`src/rtl/dds_phase_accum.sv`:
```
// DDS phase accumulator / quarter-wave address generator.
// FTW updates arrive through a one-deep valid/ready slot. They are applied at
// accumulator wrap (phase-continuous), on any idle cycle, or on sync_clr.
// Stage 1 registers the offset phase of the current accumulator value.
// Stage 2 splits that phase into quadrant flags, a mirrored table address and
// the interpolation residue.
module dds_phase_accum #(
  parameter int ACC_W  = 32,
  parameter int ADDR_W = 11,
  parameter int FRAC_W = ACC_W - ADDR_W - 2
) (
  input  logic              Fg_CLK,
  input  logic              RESETn,
  input  logic              en,
  input  logic              sync_clr,
  input  logic [ACC_W-1:0]  ftw_data,
  input  logic              ftw_valid,
  output logic              ftw_ready,
  input  logic [ACC_W-1:0]  pow_data,
  input  logic              pow_load,
  output logic [ADDR_W-1:0] Address,
  output logic              out1,
  output logic              out2,
  output logic [FRAC_W-1:0] frac,
  output logic              out_valid,
  output logic              wrap
);

  logic [ACC_W-1:0]  acc, ftw_active, pow_active, pend, phase;
  logic              pend_full, v1, c1;
  logic [ACC_W:0]    sum;
  logic              carry, take, apply, full_nxt;
  logic [ADDR_W-1:0] raw;
  logic              mir;

  // The increment that carries out still uses the old ftw_active, so the
  // carry is taken from the sum built with the current active word.
  assign sum      = {1'b0, acc} + {1'b0, ftw_active};
  assign carry    = en & ~sync_clr & sum[ACC_W];
  assign take     = ftw_valid & ftw_ready;
  assign apply    = pend_full & (~en | sync_clr | sum[ACC_W]);
  assign full_nxt = take | (pend_full & ~apply);

  assign raw = phase[ACC_W-3 -: ADDR_W];
  assign mir = phase[ACC_W-2];

  // Pending FTW slot. Ready is registered so it reads 0 throughout reset.
  // A word can only be captured while the slot is empty, so capture and
  // application never involve the same word in one cycle.
  always_ff @(posedge Fg_CLK or negedge RESETn) begin
    if (!RESETn) begin
      pend       <= '0;
      pend_full  <= 1'b0;
      ftw_active <= '0;
      ftw_ready  <= 1'b0;
    end else begin
      if (take) pend <= ftw_data;
      if (apply) ftw_active <= pend;
      pend_full <= full_nxt;
      ftw_ready <= ~full_nxt;
    end
  end

  // Accumulator: clear has priority over advance. Otherwise the value holds.
  always_ff @(posedge Fg_CLK or negedge RESETn) begin
    if (!RESETn) acc <= '0;
    else if (sync_clr) acc <= '0;
    else if (en) acc <= sum[ACC_W-1:0];
  end

  // Phase offset register. It is not handshaked and takes effect on the next sample.
  always_ff @(posedge Fg_CLK or negedge RESETn) begin
    if (!RESETn) pow_active <= '0;
    else if (pow_load) pow_active <= pow_data;
  end

  // Stage 1: offset phase of the current accumulator value, tagged valid/carry.
  always_ff @(posedge Fg_CLK or negedge RESETn) begin
    if (!RESETn) begin
      phase <= '0;
      v1    <= 1'b0;
      c1    <= 1'b0;
    end else begin
      phase <= acc + pow_active;
      v1    <= en & ~sync_clr;
      c1    <= carry;
    end
  end

  // Stage 2: quadrant split with a quarter-wave mirror on odd quadrants.
  // The data outputs hold across invalid samples.
  always_ff @(posedge Fg_CLK or negedge RESETn) begin
    if (!RESETn) begin
      Address   <= '0;
      out1      <= 1'b0;
      out2      <= 1'b0;
      frac      <= '0;
      out_valid <= 1'b0;
      wrap      <= 1'b0;
    end else begin
      out_valid <= v1;
      wrap      <= c1 & v1;
      if (v1) begin
        out1    <= phase[ACC_W-1];
        out2    <= mir;
        Address <= mir ? ~raw : raw;
        frac    <= mir ? ~phase[FRAC_W-1:0] : phase[FRAC_W-1:0];
      end
    end
  end

endmodule

```
`config.mk`:
```
export PLATFORM = sky130hd
export DESIGN_NAME = dds_phase_accum
export DESIGN_NICKNAME = d
export VERILOG_FILES = /design/src/rtl/dds_phase_accum.sv
export SDC_FILE = /design/constraint.sdc
export NUM_CORES = 1
export LEC_CHECK = 0
export ABC_CLOCK_PERIOD_IN_PS = 5580
export BUFFER_PORTS_ARGS = -buffer_cell sky130_fd_sc_hd__buf_2
export CAP_MARGIN = 25
export CELL_PAD_IN_SITES_DETAIL_PLACEMENT = 0
export CELL_PAD_IN_SITES_GLOBAL_PLACEMENT = 1
export CORE_MARGIN = 2
export CORE_UTILIZATION = 25
export CTS_CLUSTER_SIZE = 30
export DETAILED_ROUTE_END_ITERATION = 8
export GPL_TIMING_DRIVEN = 0
export PLACE_DENSITY = 0.52
export SKIP_LAST_GASP = 1
export SLEW_MARGIN = 20
export SYNTH_ARGS = -nofsm -noshare
export SYNTH_HDL_FRONTEND = slang
export SYNTH_SLANG_ARGS = --single-unit
```
`constraint.sdc`:
```
create_clock -name Fg_CLK -period 5.58 [get_ports Fg_CLK]
set_input_delay 1.116 -clock Fg_CLK [delete_from_list [all_inputs] [get_ports Fg_CLK]]
set_output_delay 1.116 -clock Fg_CLK [all_outputs]
set_load 0.02 [all_outputs]
```
==> results.yml, run 1 <==
pwr:
  p_seq_frac: 0.324
  pwr-share-clk: 0.176
  combPwrFrac: 0.500
  vdd_drop_max_mv: 0.204
  power.internal_mw: 4.26
  power.share.switching: 0.412
  powerDensity_nw_per_um2: 575
  p_leak_nw: 5.66
  p_switching_mw: 2.98
final_layout:
  final_common_cell: "dfrtp_1"
  n_fill_cell: 4407
  final_nets: 1230
  regArea_um2: 4950
  final_core_util: 0.298
  drive_above_1_share: 0.229
  antenna_cells: 0
  multi_input_area_um2: 5510
  syn2layout_area_growth_pct: 17.2
  final_cell_mix: "dfrtp_1, buf_2, a21oi_1, nor2_1, mux2_2"
synth:
  ys_warn_count: 0
  synthAdderAreaFrac: 0.0771
  synth_cell_types: 62
  synth_top_family_by_area: "compound AO/OA/AOI/OAI gates"
  synth_area_um2: 10700
  yosys.area_share.simple: 0.0890
  ys_ff_latch: 198
  synth.avg_cell_area_um2: 11.1
  syn_inst: 972
  synth_compound_area_frac: 0.152
  synth_ff_type: "dfrtp_1"
  async_flop_share: 1.00
  syn_nets: 1107
  synthXorXnorAreaFrac: 0.0668
  synth_seq_area_share: 0.461
  synth_edf_count: 0
  synthMuxAreaShare: 0.128
floorplan:
  design.die.area_um2: 44700
  start_util: 0.255
  row_count: 75
  die_x_um: 211
  ioPinCount: 105
  die_y_um: 211
  coreArea_um2: 42200
sta:
  fin_crit_ns: 3.37
  setup_tns_ns: 0
  finalHoldViolCount: 0
  maxSlewViolCount: 0
  skew_ns: 0.0145
  maxSlewHeadroom: 0.480
  finalCritPeriodShare: 0.604
  rsz0062_at_grt: "false"
  whs_ns: 0.436
  worstMarginPinSlew_ns: 0.779
  fmax_ghz: 0.297
  finalSetupViolCount: 0
detailed_routing:
  vias: 7299
  wl_per_cell_um: 16.0
  drt_iter0_drc: 274
  firstDrtPassIters: 4
  wl_mm: 26.4
  drcViolationCount: 0
  postRouteAntennaNets: 0
  routed_via_density: 4.43
clocking:
  cts.path.max_buffers: 2
  postCtsSetupRepairBufs: 0
  clk_latency_ns: 0.45
  cts_buffers: 17
  ctsResizeCount: 0
  cts_tree: "done"
  cts_root_buf: "clkbuf_16"
  holdBufCountCts: 0
  numClockSinks: 198
  htreeDepth: 4
  cts.reportedPaths.clkPinSlew_ns: 0.08
worst_hold_path:
  hold_class: "reg2reg"
global_route:
  grt_overflow: 0
  grt_usage: 0.124
  antenna_found_initial: 2
  grt_max_degree: 74
  grt_pass1_vias: 7609
  grt_pass1_wl_mm: 42.8
job:
  cap_violations: 0
setup_path:
  required_ns: 5.91
  crit_path_start_kind: "flop"
  crit_type: "reg2reg"
  path_max_fanout: 10
  end_kind: "flop"
  worst_ep_arrival_time_ns: 3.70
outcome:
  outcome: "completed"
placed_design:
  dp.final_hpwl_mm: 21.1
  gp_congestion: 0.818
  portBuffers: 102
==> metrics by stage <==
stage / worst slack [ns] / instances / instance area (µm²) / total power [mW]
floorplan: 2.54 / 972 / 10700 / 5.08
global placement: -0.00302 / 1613 / 11900 / 6.02
detailed placement: 2.17 / 1615 / 12000 / 6.03
CTS: 2.17 / 1647 / 12600 / 7.34
global route: 2.06 / 1647 / 12600 / 7.90
finish: 2.21 / 1647 / 12600 / 7.24
==> cell usage after synthesis, drive strengths merged, types with 15 or more instances <==
master,instances,area (µm²)
dfrtp,198,4950
mux2,98,1220
a21oi,85,437
nor2,81,304
ha,63,788
xnor2,61,534
nand2,54,203
o21ai,43,219
a21o,26,195
clkbuf,26,97.6
xor2,21,184
buf,18,126
mux2i,16,160
nand3,16,80.1
inv,15,56.3
==> power groups by stage <==
stage / Clock [mW] / Combinational (mW) / Sequential [mW]
final: 1.27 / 3.62 / 2.35
after global routing: 1.38 / 4.09 / 2.43
after CTS: 1.32 / 3.66 / 2.36
after detailed placement: 0 / 3.64 / 2.39
after global placement: 0 / 3.64 / 2.39
after floorplan: 0 / 2.70 / 2.39
==> flip-flops by register name, summed over array words and instances (netlist names) <==
register,cells
frac,19
pow_active,32
out2,1
out1,1
ftw_ready,1
wrap,1
pend_full,1
ftw_active,32
c1,1
v1,1
phase,32
out_valid,1
acc,32
Address,11
pend,32
==> final timing paths <==
| path | from | end | slack [ns] | depth (start not counted) |
|---|---|---|---|---|
| setup / recovery | acc[0] | ftw_active[6] | 2.21 | 11 |
| hold / removal | v1 | out_valid | 0.44 | 0 |
| setup reg to reg | acc[0] | ftw_active[6] | 2.21 | 11 |
| hold reg to reg | v1 | out_valid | 0.44 | 0 |
| max in group asynchronous | RESETn | Address[6] | 3.92 | 3 |
| min in group asynchronous | RESETn | pend[0] | 0.57 | 1 |
==> critical path, cell delays in order, from the launching register on <==
cell,delay (ns)
dfrtp_1,0.42
ha_1,0.24
fa_1,0.43
a211oi_2,0.24
o21ai_2,0.13
o2111ai_4,0.26
a31oi_4,0.16
a211o_4,0.41
a31oi_4,0.25
a21bo_4,0.25
buf_12,0.17
mux2_4,0.30
==> cell families (layout without fill, tap and decap cells) <==
| group | count (synthesis) | in the layout |
|---|---|---|
| xor+xnor | 82 | 82 |
| compound gates | 244 | 244 |
| simple gates | 210 | 210 |
| fa+ha+maj | 65 | 65 |
| flops | 198 | 198 |
| mux | 114 | 114 |
| buf+inv | 59 | 195 |
==> per-layer routing <==
layer | part of all wire | vias to the layer above | track usage
li1 | - | 3777 | -
met1 | 0.49 | 3410 | 0.166
met2 | 0.46 | 90 | 0.200
met3 | 0.035 | 20 | 0.0255
met4 | 0.017 | 2 | 0.0389
met5 | 0.00030 | - | 0
==> area by class of cell <==
cell class                      instances  share of cell area
Buffer                                 44              0.0178
Inverter                               15             0.00447
Clock buffer                           20              0.0370
Tap cell                              539              0.0535
Sequential cell                       198               0.393
Clock inverter                         12              0.0106
Timing Repair Buffer                  104              0.0457
Multi-Input combinational cell        715               0.438
Power figures use the tool's default switching activity.
==> inputs of run 2 (changes only) <==
ABC_CLOCK_PERIOD_IN_PS = 3200   (was 5580)
clock period = 3.2 ns   (was 5.58 ns; I/O delays follow)
==> run 2 against run 1 <==
Via count up 0.49%. Sequential cell count unchanged. Sequential share of layout area decreased by 0.71 points. Critical endpoint is now ftw_active[9].
==> results.yml, run 2 (synthesized netlist as in run 1, its figures left out) <==
outcome:
  outcome: "completed"
detailed_routing:
  wl_met1_mm: 13.2
  drt_iter0_drc: 302
  wl_met2_mm: 12.5
  routed_via_density: 4.41
  vias: 7335
  wl_mm: 26.9
  maxUsedRoutingLayer: "met5"
  postRouteAntennaNets: 0
  firstDrtPassIters: 4
  drcViolationCount: 0
  wl_met3_um: 824
  wl_per_cell_um: 16.2
sta:
  maxSlewHeadroom: 0.479
  finalSetupViolCount: 0
  maxSlewViolCount: 0
  skew_ns: 0.0144
  fin_crit_ns: 3.15
  finalCritPeriodShare: 0.985
  worstMarginPinSlew_ns: 0.781
  setup_tns_ns: 0
  fmax_ghz: 0.317
  whs_ns: 0.0941
  finalHoldViolCount: 0
  rsz0062_at_grt: "true"
clocking:
  clk_latency_ns: 0.45
  cts.path.max_buffers: 2
  cts_buffers: 17
  htreeDepth: 4
  cts.reportedPaths.clkPinSlew_ns: 0.08
  holdBufCountCts: 0
  numClockSinks: 198
  cts_root_buf: "clkbuf_16"
  cts_tree: "done"
global_route:
  grt_overflow: 0
  antenna_found_initial: 2
  grt_usage: 0.125
  grt_max_degree: 74
  grt_pass1_wl_mm: 43.2
  grt_pass1_vias: 7685
pwr:
  finalPower_mw: 12.9
  vdd_drop_max_mv: 0.352
  p_leak_nw: 5.78
  powerDensity_nw_per_um2: 1000
setup_path:
  ff2ff_path_depth: 12
  end_kind: "flop"
  reg2reg_slack_ns: 0.05
  worst_ep_arrival_time_ns: 3.49
  reg2reg_from: "ftw_active[0]"
  crit_path_start_kind: "flop"
  path_max_fanout: 5
  required_ns: 3.53
  rr_endpoint: "ftw_active[9]"
  crit_type: "reg2reg"
floorplan:
  die_y_um: 211
  start_util: 0.255
  die_x_um: 211
  coreArea_um2: 42200
  ioPinCount: 105
  design.die.area_um2: 44700
  row_count: 75
final_layout:
  drive_above_1_share: 0.244
  syn2layout_area_growth_pct: 19.4
  antenna_cells: 0
  finalNonFillerCells: 1663
  final_cell_mix: "dfrtp_1, buf_2, a21oi_1, nor2_1, mux2_2"
  final_nets: 1246
  regArea_um2: 4950
  n_fill_cell: 4389
  final_common_cell: "dfrtp_1"
  multi_input_area_um2: 5530
worst_hold_path:
  hold_class: "in2async"
placed_design:
  dpl.cell_count: 1615
  gp_congestion: 0.818
  portBuffers: 102
  dp.final_hpwl_mm: 21.1
job:
  cap_violations: 0
-- run 2: power by group --
group | switching, mW | internal (mW) | leakage [nW] | total, mW
Combinational | 3.56 | 2.98 | 3.14 | 6.54
Clock | 1.05 | 1.17 | 0.291 | 2.22
Sequential | 0.652 | 3.44 | 2.35 | 4.09
Total | 5.26 | 7.59 | 5.78 | 12.9
-- run 2: cell type report --
type	count	share of cell area
Clock buffer	20	0.0364
Multi-Input combinational cell	715	0.431
Buffer	43	0.0172
Clock inverter	12	0.0104
Tap cell	539	0.0526
Inverter	15	0.00439
Timing Repair Buffer	121	0.0623
Sequential cell	198	0.386
-- run 2: per-stage QoR --
| step | utilization | area, µm² | worst slack, ns |
|---|---|---|---|
| 4_1_cts | 0.302 | 12700 | -0.0576 |
| 3_3_place_gp | 0.283 | 11900 | -1.91 |
| 6_report | 0.304 | 12800 | 0.0492 |
| 2_1_floorplan | - | 10700 | 0.162 |
| 3_5_place_dp | 0.284 | 12000 | -0.212 |
| 5_1_grt | 0.304 | 12800 | -0.0259 |
-- run 2: worst max-delay path by stage --
stage,cells after the start,slack [ns],start,to
6_report,12,0.05,ftw_active[0],ftw_active[9]
5_1_grt,12,-0.03,ftw_active[0],ftw_active[31]
4_1_cts,11,-0.06,ftw_active[0],ftw_active[0]
3_5_place_dp,11,-0.21,acc[0],ftw_active[8]
3_3_place_gp,1,-1.91,RESETn,Address[7]
2_1_floorplan,11,0.16,acc[0],ftw_active[0]
-- run 2: per-layer routing --
metal / vias to the layer above / track usage
li1: 3809 / -
met1: 3420 / 0.168
met2: 84 / 0.203
met3: 20 / 0.0255
met4: 2 / 0.0389
met5: - / 0
-- run 2: repair_timing --
item                                    4_1_cts  5_1_grt
gates resized for setup                       3        4
endpoints found under the setup margin       32       38
pin swaps                                     6        4
setup buffers                                11        3
cloned                                        1        2
-- run 2: critical path, stage by stage (launching register included) --
cell	delay, ns
dfrtp_1	0.41
ha_2	0.19
fa_2	0.35
a211oi_2	0.22
o21ai_2	0.11
o2111ai_4	0.24
a31oi_4	0.14
a211o_4	0.38
a31oi_4	0.22
a21bo_4	0.22
buf_12	0.13
clkbuf_16	0.14
mux2_4	0.29
==> inputs of run 3 (changes only) <==
CORE_MARGIN = unset   (was 2)
CTS_CLUSTER_SIZE = unset   (was 30)
==> run 3 against run 2 <==
Register-to-register slack gained 0.04 ns. Total power shrank 0.39%. Sequential share of layout area grew 0.10 points. Via count grew 1.1%. Global-route usage grew 0.33 points. Final area shrank 0.26%. Largest power group unchanged.
==> results.yml, run 3 (synthesized netlist as in run 1, its figures left out) <==
global_route:
  grt_usage: 0.128
  grt_pass1_wl_mm: 43.6
  grt_pass1_vias: 7799
  grt_max_degree: 73
  grt_overflow: 0
  antenna_found_initial: 2
sta:
  maxSlewViolCount: 0
  finalHoldViolCount: 0
  fmax_ghz: 0.321
  worstMarginPinSlew_ns: 0.790
  rsz0062_at_grt: "true"
  finalSetupViolCount: 0
  skew_ns: 0.0127
  maxSlewHeadroom: 0.473
  finalCritPeriodShare: 0.972
  setup_tns_ns: 0
  setup_slack_ns: 0.0889
  fin_crit_ns: 3.11
clocking:
  holdBufCountCts: 0
  cts.path.max_buffers: 2
  cts_tree: "done"
  cts_root_buf: "clkbuf_16"
  cts.reportedPaths.clkPinSlew_ns: 0.07
  cts_buffers: 17
  clk_latency_ns: 0.45
  htreeDepth: 4
  numClockSinks: 198
final_layout:
  multi_input_area_um2: 5530
  final_nets: 1246
  drive_above_1_share: 0.244
  n_fill_cell: 4380
  final_cell_mix: "dfrtp_1, buf_2, a21oi_1, nor2_1, mux2_2"
  antenna_cells: 0
  syn2layout_area_growth_pct: 19.1
  regArea_um2: 4950
  final_common_cell: "dfrtp_1"
floorplan:
  ioPinCount: 105
  die_y_um: 209
  coreArea_um2: 42100
  start_util: 0.255
  design.die.area_um2: 43800
  row_count: 75
  die_x_um: 209
setup_path:
  crit_path_start_kind: "flop"
  path_max_fanout: 5
  worst_ep_arrival_time_ns: 3.45
  rr_endpoint: "ftw_active[23]"
  required_ns: 3.54
  crit_type: "reg2reg"
  reg2reg_slack_ns: 0.09
  reg2reg_from: "ftw_active[0]"
  ff2ff_path_depth: 12
  crit_start: "ftw_active[0]"
  end_kind: "flop"
pwr:
  p_leak_nw: 5.76
  vdd_drop_max_mv: 0.299
  powerDensity_nw_per_um2: 1000
placed_design:
  portBuffers: 102
  dp.final_hpwl_mm: 21.1
  post-place-ws_ns: -0.203
  gp_congestion: 0.820
worst_hold_path:
  hold_class: "in2async"
detailed_routing:
  wl_per_cell_um: 16.2
  postRouteAntennaNets: 0
  drt_iter0_drc: 310
  drcViolationCount: 0
  wl_mm: 27.0
  routed_via_density: 4.46
  vias: 7416
  firstDrtPassIters: 4
job:
  cap_violations: 0
outcome:
  outcome: "completed"
[run 3: layout make-up]
| type | instances | share of cell area |
|---|---|---|
| multi-input cells | 715 | 0.432 |
| flip-flops and latches | 198 | 0.387 |
| repair buffers | 120 | 0.0602 |
| well taps | 539 | 0.0527 |
| clock buffers | 18 | 0.0343 |
| plain buffers | 44 | 0.0175 |
| clock inverters | 13 | 0.0112 |
| inverters | 15 | 0.00440 |
[run 3: through the flow]
step	cells	util	total power [mW]	hold slack, ns	cell area (µm²)
after floorplan	972	-	8.86	0.344	10700
after global placement	1613	0.283	10.5	0.450	11900
after detailed placement	1615	0.285	10.5	0.450	12000
after CTS	1658	0.301	12.9	0.0971	12700
after global routing	1662	0.304	13.9	0.112	12800
final	1662	0.304	12.8	0.0991	12800
[run 3: metal layers]
layer  routed length [µm]  vias up  global-route usage
met5                   13        -                   0
met4                  483        2              0.0428
met3                  901       29              0.0268
met2                12700       99               0.210
met1                12900     3489               0.169
li1                     -     3797                   -
[run 3: repair_timing]
action                     4_1_cts  5_1_grt
resized for setup                2        9
pin swaps                        8        2
buffers inserted                11        2
cloned                           1        2
setup endpoints to repair       32       38
[run 3: worst max path at each step]
stage | to | slack, ns | cells past startpoint
2_1_floorplan | ftw_active[0] | 0.16 | 11
3_3_place_gp | Address[7] | -1.90 | 1
3_5_place_dp | ftw_active[2] | -0.20 | 11
4_1_cts | phase[30] | -0.008 | 11
5_1_grt | ftw_active[23] | -0.02 | 12
6_report | ftw_active[23] | 0.09 | 12
[run 3: power by group]
part	switching (mW)	internal, mW	total, mW
clock network	1.06	1.12	2.18
logic	3.55	2.96	6.52
registers	0.661	3.44	4.10
[run 3: critical path, stage by stage (launching register included)]
cell and delay, ns:
dfrtp_1 0.41, ha_2 0.20, fa_2 0.37, a211oi_2 0.22, o21ai_2 0.11, o2111ai_4 0.25, a31oi_4 0.13, a211o_4 0.37
a31oi_4 0.18, a21bo_4 0.20, buf_6 0.13, clkbuf_16 0.14, mux2_4 0.29
